===== config.mk =====
export PLATFORM = sky130hd
export DESIGN_NAME = tdm_demux_4_to_1
export DESIGN_NICKNAME = d
export VERILOG_FILES = /design/src/rtl/tdm_pkg.sv /design/src/rtl/tdm_slot_ctrl.sv /design/src/rtl/tdm_demux_4_to_1.sv
export SDC_FILE = /design/constraint.sdc
export NUM_CORES = 1
export LEC_CHECK = 0
export BUFFER_PORTS_ARGS = -buffer_cell sky130_fd_sc_hd__buf_2
export CAP_MARGIN = 15
export CELL_PAD_IN_SITES_DETAIL_PLACEMENT = 1
export CELL_PAD_IN_SITES_GLOBAL_PLACEMENT = 1
export CORE_ASPECT_RATIO = 0.6
export CORE_UTILIZATION = 35
export DETAILED_ROUTE_END_ITERATION = 8
export GPL_ROUTABILITY_DRIVEN = 0
export GPL_TIMING_DRIVEN = 0
export PLACE_DENSITY_LB_ADDON = 0.1
export SYNTH_ARGS = -nofsm -noshare
export SYNTH_HDL_FRONTEND = slang
export SYNTH_SLANG_ARGS = --single-unit

===== constraint.sdc =====
create_clock -name clk -period 1.98 [get_ports clk]
set_input_delay 0.198 -clock clk [delete_from_list [all_inputs] [get_ports clk]]
set_output_delay 0.198 -clock clk [all_outputs]
set_load 0.005 [all_outputs]

===== src/rtl/tdm_pkg.sv =====
// Shared types and sizes for the 4-slot TDM receive path.
// Slot geometry, lock state encoding and miss-counter width.
package tdm_pkg;

  localparam int NUM_SLOTS = 4;
  localparam int SLOT_W    = 2;
  localparam int MISS_W    = 3;

  typedef enum logic {
    HUNT = 1'b0,
    LOCK = 1'b1
  } state_t;

endpackage


===== src/rtl/tdm_slot_ctrl.sv =====
// Slot sequencing and hunt/lock alignment for the TDM demux.
// Produces per-slot write enables, frame completion and error pulses.
module tdm_slot_ctrl
  import tdm_pkg::*;
#(
  parameter int MISS_MAX = 2
) (
  input  logic                 clk,
  input  logic                 rst,
  input  logic                 din_valid,
  input  logic                 sync,
  output logic [SLOT_W-1:0]    sel,
  output logic                 locked,
  output logic [NUM_SLOTS-1:0] we,
  output logic                 frame_done,
  output logic                 drop,
  output logic                 sync_err
);

  localparam logic [MISS_W-1:0] MMAX = MISS_W'(MISS_MAX);

  state_t            state, state_n;
  logic [SLOT_W-1:0] sel_n;
  logic [MISS_W-1:0] miss, miss_n, miss_inc;
  logic              err_n;

  assign miss_inc = miss + 3'd1;
  assign locked   = (state == LOCK);

  // State, slot index, miss count and registered error pulse
  always_ff @(posedge clk) begin
    if (rst) begin
      state    <= HUNT;
      sel      <= '0;
      miss     <= '0;
      sync_err <= 1'b0;
    end else begin
      state    <= state_n;
      sel      <= sel_n;
      miss     <= miss_n;
      sync_err <= err_n;
    end
  end

  // Next-state decode of each valid beat
  always_comb begin
    state_n    = state;
    sel_n      = sel;
    miss_n     = miss;
    we         = '0;
    frame_done = 1'b0;
    drop       = 1'b0;
    err_n      = 1'b0;
    if (din_valid) begin
      if (state == HUNT) begin
        if (sync) begin
          we[0]   = 1'b1;
          sel_n   = 2'd1;
          miss_n  = '0;
          state_n = LOCK;
        end
      end else begin
        unique case (1'b1)
          (sel != 2'd0) && sync: begin
            err_n  = 1'b1;
            drop   = 1'b1;
            we[0]  = 1'b1;
            sel_n  = 2'd1;
            miss_n = '0;
          end
          (sel == 2'd0) && sync: begin
            we[0]  = 1'b1;
            sel_n  = 2'd1;
            miss_n = '0;
          end
          (sel == 2'd0) && !sync: begin
            if (miss_inc >= MMAX) begin
              state_n = HUNT;
              sel_n   = 2'd0;
              miss_n  = '0;
              err_n   = 1'b1;
              drop    = 1'b1;
            end else begin
              miss_n = miss_inc;
              we[0]  = 1'b1;
              sel_n  = 2'd1;
            end
          end
          default: begin
            we[sel]    = 1'b1;
            sel_n      = sel + 2'd1;
            frame_done = (sel == 2'd3);
          end
        endcase
      end
    end
  end

endmodule


===== src/rtl/tdm_demux_4_to_1.sv =====
// Receive end of a 4-slot TDM link.
// Collects slots into shadows and presents whole frames with a strobe.
module tdm_demux_4_to_1
  import tdm_pkg::*;
#(
  parameter int WIDTH    = 1,
  parameter int MISS_MAX = 2
) (
  input  logic             clk,
  input  logic             rst,
  input  logic [WIDTH-1:0] din,
  input  logic             din_valid,
  input  logic             sync,
  output logic [WIDTH-1:0] o0,
  output logic [WIDTH-1:0] o1,
  output logic [WIDTH-1:0] o2,
  output logic [WIDTH-1:0] o3,
  output logic [1:0]       sel,
  output logic             frame_valid,
  output logic             locked,
  output logic             sync_err
);

  logic [NUM_SLOTS-1:0] we;
  logic                 frame_done;
  logic                 drop;
  logic [WIDTH-1:0]     sh0, sh1, sh2;

  tdm_slot_ctrl #(
    .MISS_MAX(MISS_MAX)
  ) u_ctrl (
    .clk       (clk),
    .rst       (rst),
    .din_valid (din_valid),
    .sync      (sync),
    .sel       (sel),
    .locked    (locked),
    .we        (we),
    .frame_done(frame_done),
    .drop      (drop),
    .sync_err  (sync_err)
  );

  // Shadow capture of slots 0..2; a dropped frame clears its tail
  always_ff @(posedge clk) begin
    if (rst) begin
      sh0 <= '0;
      sh1 <= '0;
      sh2 <= '0;
    end else begin
      if (we[0]) sh0 <= din;
      if (drop) begin
        sh1 <= '0;
        sh2 <= '0;
      end else begin
        if (we[1]) sh1 <= din;
        if (we[2]) sh2 <= din;
      end
    end
  end

  // Frame commit: slot 3 goes straight to o3 with the shadows
  always_ff @(posedge clk) begin
    if (rst) begin
      o0          <= '0;
      o1          <= '0;
      o2          <= '0;
      o3          <= '0;
      frame_valid <= 1'b0;
    end else begin
      frame_valid <= frame_done;
      if (frame_done) begin
        o0 <= sh0;
        o1 <= sh1;
        o2 <= sh2;
      end
      if (we[3]) o3 <= din;
    end
  end

endmodule

==> summary by stage, run 1 <==
Run status
The flow ran to the end, and the final reports show no timing, DRC or antenna violations.

Timing
The worst-case headroom to the max-slew limit is 0.680. The worst-margin pin slew is 0.480 ns. The upper clock frequency limit is 0.552 GHz. The number of hold violations in the final report is 0. Setup violations remaining at the end of the flow were counted as 0. Across the routed clock network, the largest skew measured is 0.00208 ns. Setup repair after global routing left no endpoint under its margin. Summed over all failing endpoints, the final setup total negative slack is 0 ns. The number of pins exceeding their max-slew limit in the final report is 0. Dividing the final minimum period by the clock period gives 0.914. The worst path needs about 1.8 ns of the cycle, external delays included.

Detailed routing
The post-detailed-route count of antenna-violating nets is 0. Using the TritonRoute via totals, the vias-per-cell ratio works out to just over 5. The detailed-route DRC error count is 0. The detailed router finished its first iteration with 23 violations.

The number of detailed-routing iterations run before antenna repair is 4. The average wire per standard cell is around 14 microns. The routed wire length is 1.88 mm. The routed via count is 678.

Final layout
The synthesis-to-layout area growth is 21.8%. The final layout contains 122 nets. The most common library cell in the layout ignoring fill and taps is sky130_fd_sc_hd__buf_2. The multi-input combinational cells in the finished layout cover a total of 462 sq um. The filler cell count is 252. In the layout the commonest cells are sky130_fd_sc_hd__buf_2, sky130_fd_sc_hd__dfxtp_1, sky130_fd_sc_hd__nand2_1. The number of antenna diodes in the final layout is 0. Across the whole layout, storage elements account for 303 sq um.

In the final layout, the share of cells above drive strength 1 is 0.238.

Power
VDD sags by at most 0.000368 V. The clock share of power is 0.398. The fraction of power consumed by sequential logic is 0.496. The net switching power is between 0.15 and 0.2 mW. The cell-internal power is ~0.47 mW.

The share of total power dissipated in combinational logic is 0.106. Dividing total power by cell area gives a power density of 663 nW/um^2. Of the total power, the share spent switching nets is 0.247. The analysis attributes to cell leakage a power of 0.444 nW. The total design power is 0.630 mW.

Logic synthesis
The mean area per synthesized cell is 8.86 sq um. The Yosys step of the flow raised 0 warnings. When the netlist entered floorplanning its net count stood at 104.

By area the synthesized netlist is led by sky130_fd_sc_hd__dfxtp_1, sky130_fd_sc_hd__ha_1, sky130_fd_sc_hd__a21oi_1. The total of flip-flops plus latches after synthesis is 15. The sequential share of the synthesized area is 0.385. Summing every instance area after synthesis gives 779 sq um. The most area-hungry cell type in the Yosys netlist is sky130_fd_sc_hd__dfxtp_1. The post-synthesis instance total is 88. The number of different library cells used by synthesis comes to 28. The area share of the leading cell type in the synthesized netlist is 0.385.

Worst setup path
Along the worst path, the maximum fanout reaches 6. The signal on the critical path passes through inv_1, ha_4, inv_1, ha_2, nor4b_2, o21ai_1, o211ai_1, mux2i_1. For this run, the slowest stage of the critical path takes 0.35 ns. The worst setup path is launched from a register. The data arrival at the endpoint of the critical path is 1.99 ns.

The cell with the largest stage delay on the worst path is sky130_fd_sc_hd__dfxtp_2. The cell that appears most often on the critical path is sky130_fd_sc_hd__inv_1. The data required time at the worst endpoint is 2.16 ns. STA classifies the critical path endpoint as a register.

The type of the setup path with the least slack is reg -> reg.

Clocking
The maximum level of the CTS H-tree is 1. The clock transition at the registers of the reported paths is 0.06 ns. Clock tree synthesis found a total of 15 sinks. The clock tree from TritonCTS is done. The number of hold buffers added after CTS is 0.

Counting along the longest clock path gives a buffer depth of 2. Buffers inserted during clock tree synthesis total 3. The root buffer cell chosen for the clock tree is sky130_fd_sc_hd__clkbuf_8. Clock latency on the worst-skew pair, taken at its later pin, is roughly 0.25 ns.

Die
The core region is 1970 sq um. In this run the horizontal extent of the chip is about 63 microns. In this run the count of I/O pins placed on the die edge is 14.

The initial utilization of the core area, before any placement, comes to 0.396. The area of the die is ~2400 sq um. In this run the vertical extent of the chip is 38.6 microns.

The floorplan has 12 rows.

GRT
The initial antenna violation count was 0. The wire length of the first global-routing pass is 3.22 mm. The number of global-route vias before repair was 634. Summed over all layers, the global routing overflow is 0.

The maximum number of pins on one net before global-route repair is 11. The global router's overall resource usage is 0.182.

Worst hold path
The type of the tightest min-delay check is in -> reg.

Job
The max-cap violation count is 0.

Placement
The number of port buffers is 13. Once detailed placement completed, the half-perimeter wirelength came to 1.44 mm.
-- layer usage --
layer / share of wire / up-vias / global-route usage
met3: 0.053 / 2 / 0.0565
li1: - / 336 / -
met1: 0.49 / 321 / 0.239
met4: 0.0058 / 0 / 0.0174
met5: 0 / - / 0
met2: 0.45 / 19 / 0.306
-- worst paths after layout --
path                 start               to  slack (ns)  cells after the start
max          u_ctrl.sel[0]              sh0        0.17                      8
min                    rst  u_ctrl.sync_err        0.18                      2
max reg2reg  u_ctrl.sel[0]              sh0        0.17                      8
min reg2reg             o1               o1        0.45                      2
-- sequential cells by signal, indices dropped and copies added (netlist names) --
name,flops
u_ctrl.miss,3
u_ctrl.sel,2
frame_valid,1
o0,1
o1,1
o2,1
o3,1
sh0,1
sh1,1
sh2,1
u_ctrl.locked,1
u_ctrl.sync_err,1
-- critical path: cells and delay by family, from the launching register on --
| family | cells | cell delay [ns] |
|---|---|---|
| adder cells (fa/ha/maj) | 2 | 0.39 |
| AO/OA/AOI/OAI | 2 | 0.29 |
| flip-flops | 1 | 0.35 |
| buffers and inverters | 2 | 0.21 |
| multiplexers | 1 | 0.21 |
| AND/OR/NAND/NOR | 1 | 0.28 |
-- synth_stat cells --
cell / count
sky130_fd_sc_hd__ha_1: 11
sky130_fd_sc_hd__nand2_1: 11
sky130_fd_sc_hd__nor2_1: 2
sky130_fd_sc_hd__nand3_1: 5
sky130_fd_sc_hd__o2111ai_1: 1
sky130_fd_sc_hd__nand4_1: 1
sky130_fd_sc_hd__and3_1: 1
sky130_fd_sc_hd__o21ai_0: 2
sky130_fd_sc_hd__o211ai_1: 1
sky130_fd_sc_hd__buf_2: 1
sky130_fd_sc_hd__o21a_1: 1
sky130_fd_sc_hd__nor2b_1: 1
sky130_fd_sc_hd__nor3_1: 3
sky130_fd_sc_hd__nand2b_1: 3
sky130_fd_sc_hd__nand3b_1: 2
sky130_fd_sc_hd__and2_1: 1
sky130_fd_sc_hd__and2_2: 1
sky130_fd_sc_hd__mux2i_1: 3
sky130_fd_sc_hd__inv_1: 6
sky130_fd_sc_hd__buf_4: 1
sky130_fd_sc_hd__a21oi_1: 9
sky130_fd_sc_hd__nor4b_1: 1
sky130_fd_sc_hd__xor2_1: 1
sky130_fd_sc_hd__clkbuf_1: 1
sky130_fd_sc_hd__a31oi_1: 1
sky130_fd_sc_hd__a22oi_1: 1
sky130_fd_sc_hd__dfxtp_1: 15
sky130_fd_sc_hd__or4_1: 1
-- layout make-up --
type                            instances  share of cell area
Tap cell                               28              0.0369
Clock buffer                            3              0.0435
Clock inverter                          1             0.00527
Sequential cell                        15               0.319
Inverter                                6              0.0237
Buffer                                  3              0.0171
Multi-Input combinational cell         64               0.486
Timing Repair Buffer                   13              0.0685
-- timing repair --
action                     in CTS  in global routing
setup buffers                   0                  0
pin swaps                       0                  1
cloned                          0                  0
resized for setup               3                  4
setup endpoints to repair       2                  6
-- power groups by stage --
stage	Sequential, mW	Combinational [mW]	Clock, mW
6_report	0.312	0.0670	0.250
5_1_grt	0.313	0.0749	0.272
4_1_cts	0.312	0.0644	0.259
3_5_place_dp	0.319	0.0611	0
3_3_place_gp	0.318	0.0589	0
2_1_floorplan	0.318	0.0373	0
-- stage by stage --
step                      std cells  instance area [sq um]  setup WS, ns  hold slack (ns)  utilization
after global placement          129                    880       -0.0311            0.432        0.447
after global routing            133                    950        0.0585            0.186        0.483
after floorplan                  88                    779         0.289            0.270            -
final                           133                    950         0.170            0.185        0.483
after detailed placement        129                    880        -0.140            0.443        0.447
after CTS                       133                    935        0.0233            0.179        0.475
-- kinds of logic after synthesis --
logic type               synth area share
AND/OR/NAND/NOR                     0.220
AO/OA/AOI/OAI                       0.119
flip-flops                          0.385
adder cells (fa/ha/maj)             0.177
buffers and inverters              0.0497
multiplexers                       0.0385
XOR/XNOR                           0.0112
No activity file was read; power rests on OpenSTA's default activity.
==> run 2, diff against run 1 <==
--- a/config.mk
+++ b/config.mk
@@ -5,16 +5,17 @@
 export SDC_FILE = /design/constraint.sdc
 export NUM_CORES = 1
 export LEC_CHECK = 0
-export BUFFER_PORTS_ARGS = -buffer_cell sky130_fd_sc_hd__buf_2
 export CAP_MARGIN = 15
 export CELL_PAD_IN_SITES_DETAIL_PLACEMENT = 1
 export CELL_PAD_IN_SITES_GLOBAL_PLACEMENT = 1
 export CORE_ASPECT_RATIO = 0.6
 export CORE_UTILIZATION = 35
 export DETAILED_ROUTE_END_ITERATION = 8
+export DONT_BUFFER_PORTS = 1
 export GPL_ROUTABILITY_DRIVEN = 0
 export GPL_TIMING_DRIVEN = 0
 export PLACE_DENSITY_LB_ADDON = 0.1
 export SYNTH_ARGS = -nofsm -noshare
 export SYNTH_HDL_FRONTEND = slang
 export SYNTH_SLANG_ARGS = --single-unit
+export TNS_END_PERCENT = 30
==> constraint.sdc (replaced) <==
create_clock -name clk -period 2.3 [get_ports clk]
set_input_delay 0.23 -clock clk [delete_from_list [all_inputs] [get_ports clk]]
set_output_delay 0.23 -clock clk [all_outputs]
set_load 0.005 [all_outputs]
==> summary by stage, run 2 (synthesis results as in run 1) <==
Run status
The flow ran to the end, and the final reports show no timing, DRC or antenna violations.

Clocking
The number of clock sinks is 15 (unchanged). The clock tree from TritonCTS is done. The number of gates given a new drive strength after cts was 0 (-3). The clock network latency to the later pin of the worst-skew pair was 0.26 ns (about the same). The clock transition at the registers of the reported paths came to 0.07 ns (about the same). The worst-case clock buffer depth came to 2 (unchanged). The number of hold buffers added after CTS is 0 (unchanged). The number of buffers added for setup after CTS was 0 (unchanged). The number of buffers created by CTS is 3 (unchanged). The maximum level of the CTS H-tree came to 1 (unchanged). The cell sitting at the root of the clock tree is a sky130_fd_sc_hd__clkbuf_8.

Timing
The final worst-path cycle share is 0.910 (-0.00446). The worst-case headroom to the max-slew limit is 0.702 (+0.0225). The worst-case clock skew is 0.00474 ns (+0.00266 ns). The count of final setup violators was 0 (unchanged). The worst-margin pin slew is 0.447 ns (-0.0337 ns). The upper clock frequency limit is 0.478 GHz (-13%). The final-layout setup total negative slack was 0 ns (unchanged). The post-route minimum period came to 2.09 ns (+0.282 ns). Setup repair after global routing left no endpoint under its margin. The number of pins exceeding their max-slew limit in the final report came to 0 (unchanged). The worst hold slack came to 0.0415 ns (-0.143 ns).

The final critical-path setup slack came to 0.208 ns (+0.0377 ns). The number of hold violations in the final report is 0 (unchanged).

Worst hold path
The type of the tightest min-delay check is in -> reg. The startpoint of the tightest hold check path is rst. The destination of the worst hold path is sh2. The depth of the worst hold-timing path is 1 (-1).

GRT
The global router's overall resource usage is 0.190 (+0.00741). The number of global-route vias before repair is 632 (-0.32%). The maximum number of pins on one net before global-route repair is 11 (unchanged). The aggregate global routing overflow is 0 (unchanged).

The wire length of the first global-routing pass is 3.11 mm (-3.4%). The initial antenna violation count is 0 (unchanged).

Placement
The worst slack at placement came to 0.268 ns (+0.408 ns). The number of cells after detailed placement was 116 (-10%). The estimated wirelength of the detail-placed design is 1.49 mm (+3.7%).

The number of port buffers is 0 (-13).

Die
The core region area is 1970 sq um (unchanged). The area of the die is 2430 sq um (unchanged). The starting utilization of the core area is 0.396 (unchanged).

The vertical extent of the die is 38.6 microns (unchanged). The x dimension of the die was 62.9 microns (unchanged). The cell row count is 12 (unchanged). The count of pins on the block boundary is 14 (unchanged).

Worst setup path
The depth of the most critical reg-to-reg path is 8 (unchanged). The data required time at the worst endpoint is 2.49 ns (+0.33 ns). The data arrival at the endpoint of the critical path is 2.28 ns (+0.29 ns). The endpoint identified for the worst register-to-register timing path is sh0. STA classifies the critical path endpoint as a register. The minimum setup slack among reg-to-reg paths was 0.21 ns (+0.04 ns).

The maximum fanout count along the critical path is 6 (unchanged). The critical path in this run is classified as reg -> reg. The family with the most delay on the worst path is adder cells. The worst flop-to-flop path startpoint is u_ctrl.sel[0].

The nature of the critical path startpoint is a register. The longest individual stage delay on the worst path is 0.38 ns (+0.03 ns). Traced cell by cell, the critical path runs through inv_1, ha_1, inv_1, ha_1, nor4b_1, o21ai_0, o211ai_1, mux2i_1. The cell with the largest stage delay on the worst path is sky130_fd_sc_hd__dfxtp_1.

The combined buffer and inverter count along the critical path was 2 (unchanged).

Final layout
In the layout the commonest cells are sky130_fd_sc_hd__dfxtp_1, sky130_fd_sc_hd__nand2_1, sky130_fd_sc_hd__ha_1. The share of final-layout standard cells stronger than drive strength 1 is 0.0761 (-0.162). The non-filler instance count after layout was 120 (-9.8%). The final-stage net count is 109 (-11%). The register bank with the most flops is u_ctrl.miss. The filler cell count is 240 (-4.8%).

The largest registers in the layout are u_ctrl.miss: 3 flops, u_ctrl.sel: 2 flops. The flip-flop count of the largest register, all copies and words added came to 3 (unchanged). The library cell used most frequently in the layout, excluding fill and tap cells, is sky130_fd_sc_hd__dfxtp_1. The final antenna diode count is 0 (unchanged). The synthesis-to-layout area growth is 10.4%.

Detailed routing
The number of vias per cell is 5.02 (-1.6%). The average wire per standard cell was 15.6 microns (+10%). The first-iteration detailed-routing DRC count is 22 (-4.3%). The routed wire length is 1.87 mm (-0.58%). The routed via count was 602 (-11%). The detailed-route DRC error count is 0 (unchanged).

The post-detailed-route count of antenna-violating nets is 0 (unchanged). The number of detailed-routing iterations run before antenna repair was 4 (unchanged).

Power
The total power density per cell area was 617 nW/um^2 (-7.0%). The total design power is 0.531 mW (-16%). The clock share of power is 0.415 (+0.017). The fraction of power consumed by sequential logic came to 0.507 (+0.011). The leakage component of the power is 0.378 nW (-15%). The proportion of power drawn by combinational gates is 0.078 (-0.028).

The cell-internal power is 0.401 mW (-15%). The worst supply voltage drop on vdd came to 0.000239 V (-35%). The switching fraction of total power was 0.244 (-0.00257).

The net switching power was 0.130 mW (-17%).

Job
The max-cap violation count is 0 (unchanged).
[run 2: per-stage QoR]
step            util  instance area (sq um)
3_3_place_gp   0.414                    815
5_1_grt        0.438                    861
3_5_place_dp   0.414                    815
6_report       0.438                    861
4_1_cts        0.438                    861
2_1_floorplan      -                    779
[run 2: power groups by stage]
| stage | logic [mW] | registers, mW | clock network (mW) |
|---|---|---|---|
| global placement | 0.0400 | 0.275 | 0 |
| global route | 0.0480 | 0.270 | 0.236 |
| detailed placement | 0.0416 | 0.275 | 0 |
| floorplan | 0.0321 | 0.273 | 0 |
| finish | 0.0415 | 0.269 | 0.220 |
| CTS | 0.0418 | 0.269 | 0.227 |
[run 2: worst max path at each step]
stage / start / to / slack, ns / cells after the start
after floorplan: u_ctrl.sel[0] / sh0 / 0.61 / 8
after global placement: u_ctrl.sel[0] / sh0 / 0.28 / 8
after detailed placement: u_ctrl.sel[0] / sh0 / 0.27 / 8
after CTS: u_ctrl.sel[0] / sh0 / 0.22 / 8
after global routing: u_ctrl.sel[0] / sh0 / 0.01 / 8
final: u_ctrl.sel[0] / sh0 / 0.21 / 8
[run 2: worst reg2reg max path: stages, from the launching register on]
cell	delay, ns
sky130_fd_sc_hd__dfxtp_1	0.38
sky130_fd_sc_hd__inv_1	0.11
sky130_fd_sc_hd__ha_1	0.23
sky130_fd_sc_hd__inv_1	0.11
sky130_fd_sc_hd__ha_1	0.25
sky130_fd_sc_hd__nor4b_1	0.35
sky130_fd_sc_hd__o21ai_0	0.21
sky130_fd_sc_hd__o211ai_1	0.18
sky130_fd_sc_hd__mux2i_1	0.21
[run 2: cell type report]
cell class	instances	area (sq um)	share of cell area
clock buffer	3	41.3	0.0480
sequential	15	300	0.349
inverter	6	22.5	0.0262
buffer	3	16.3	0.0189
tap	28	35.0	0.0407
multi-input combinational	64	440	0.512
clock inverter	1	5.00	0.00581
[run 2: routing by layer]
metal / vias to the layer above / global-route usage / share of wire
met1: 276 / 0.225 / 0.52
met4: 0 / 0.105 / 0.019
met5: - / 0 / 0
li1: 308 / - / -
met2: 13 / 0.293 / 0.41
met3: 5 / 0.0833 / 0.057
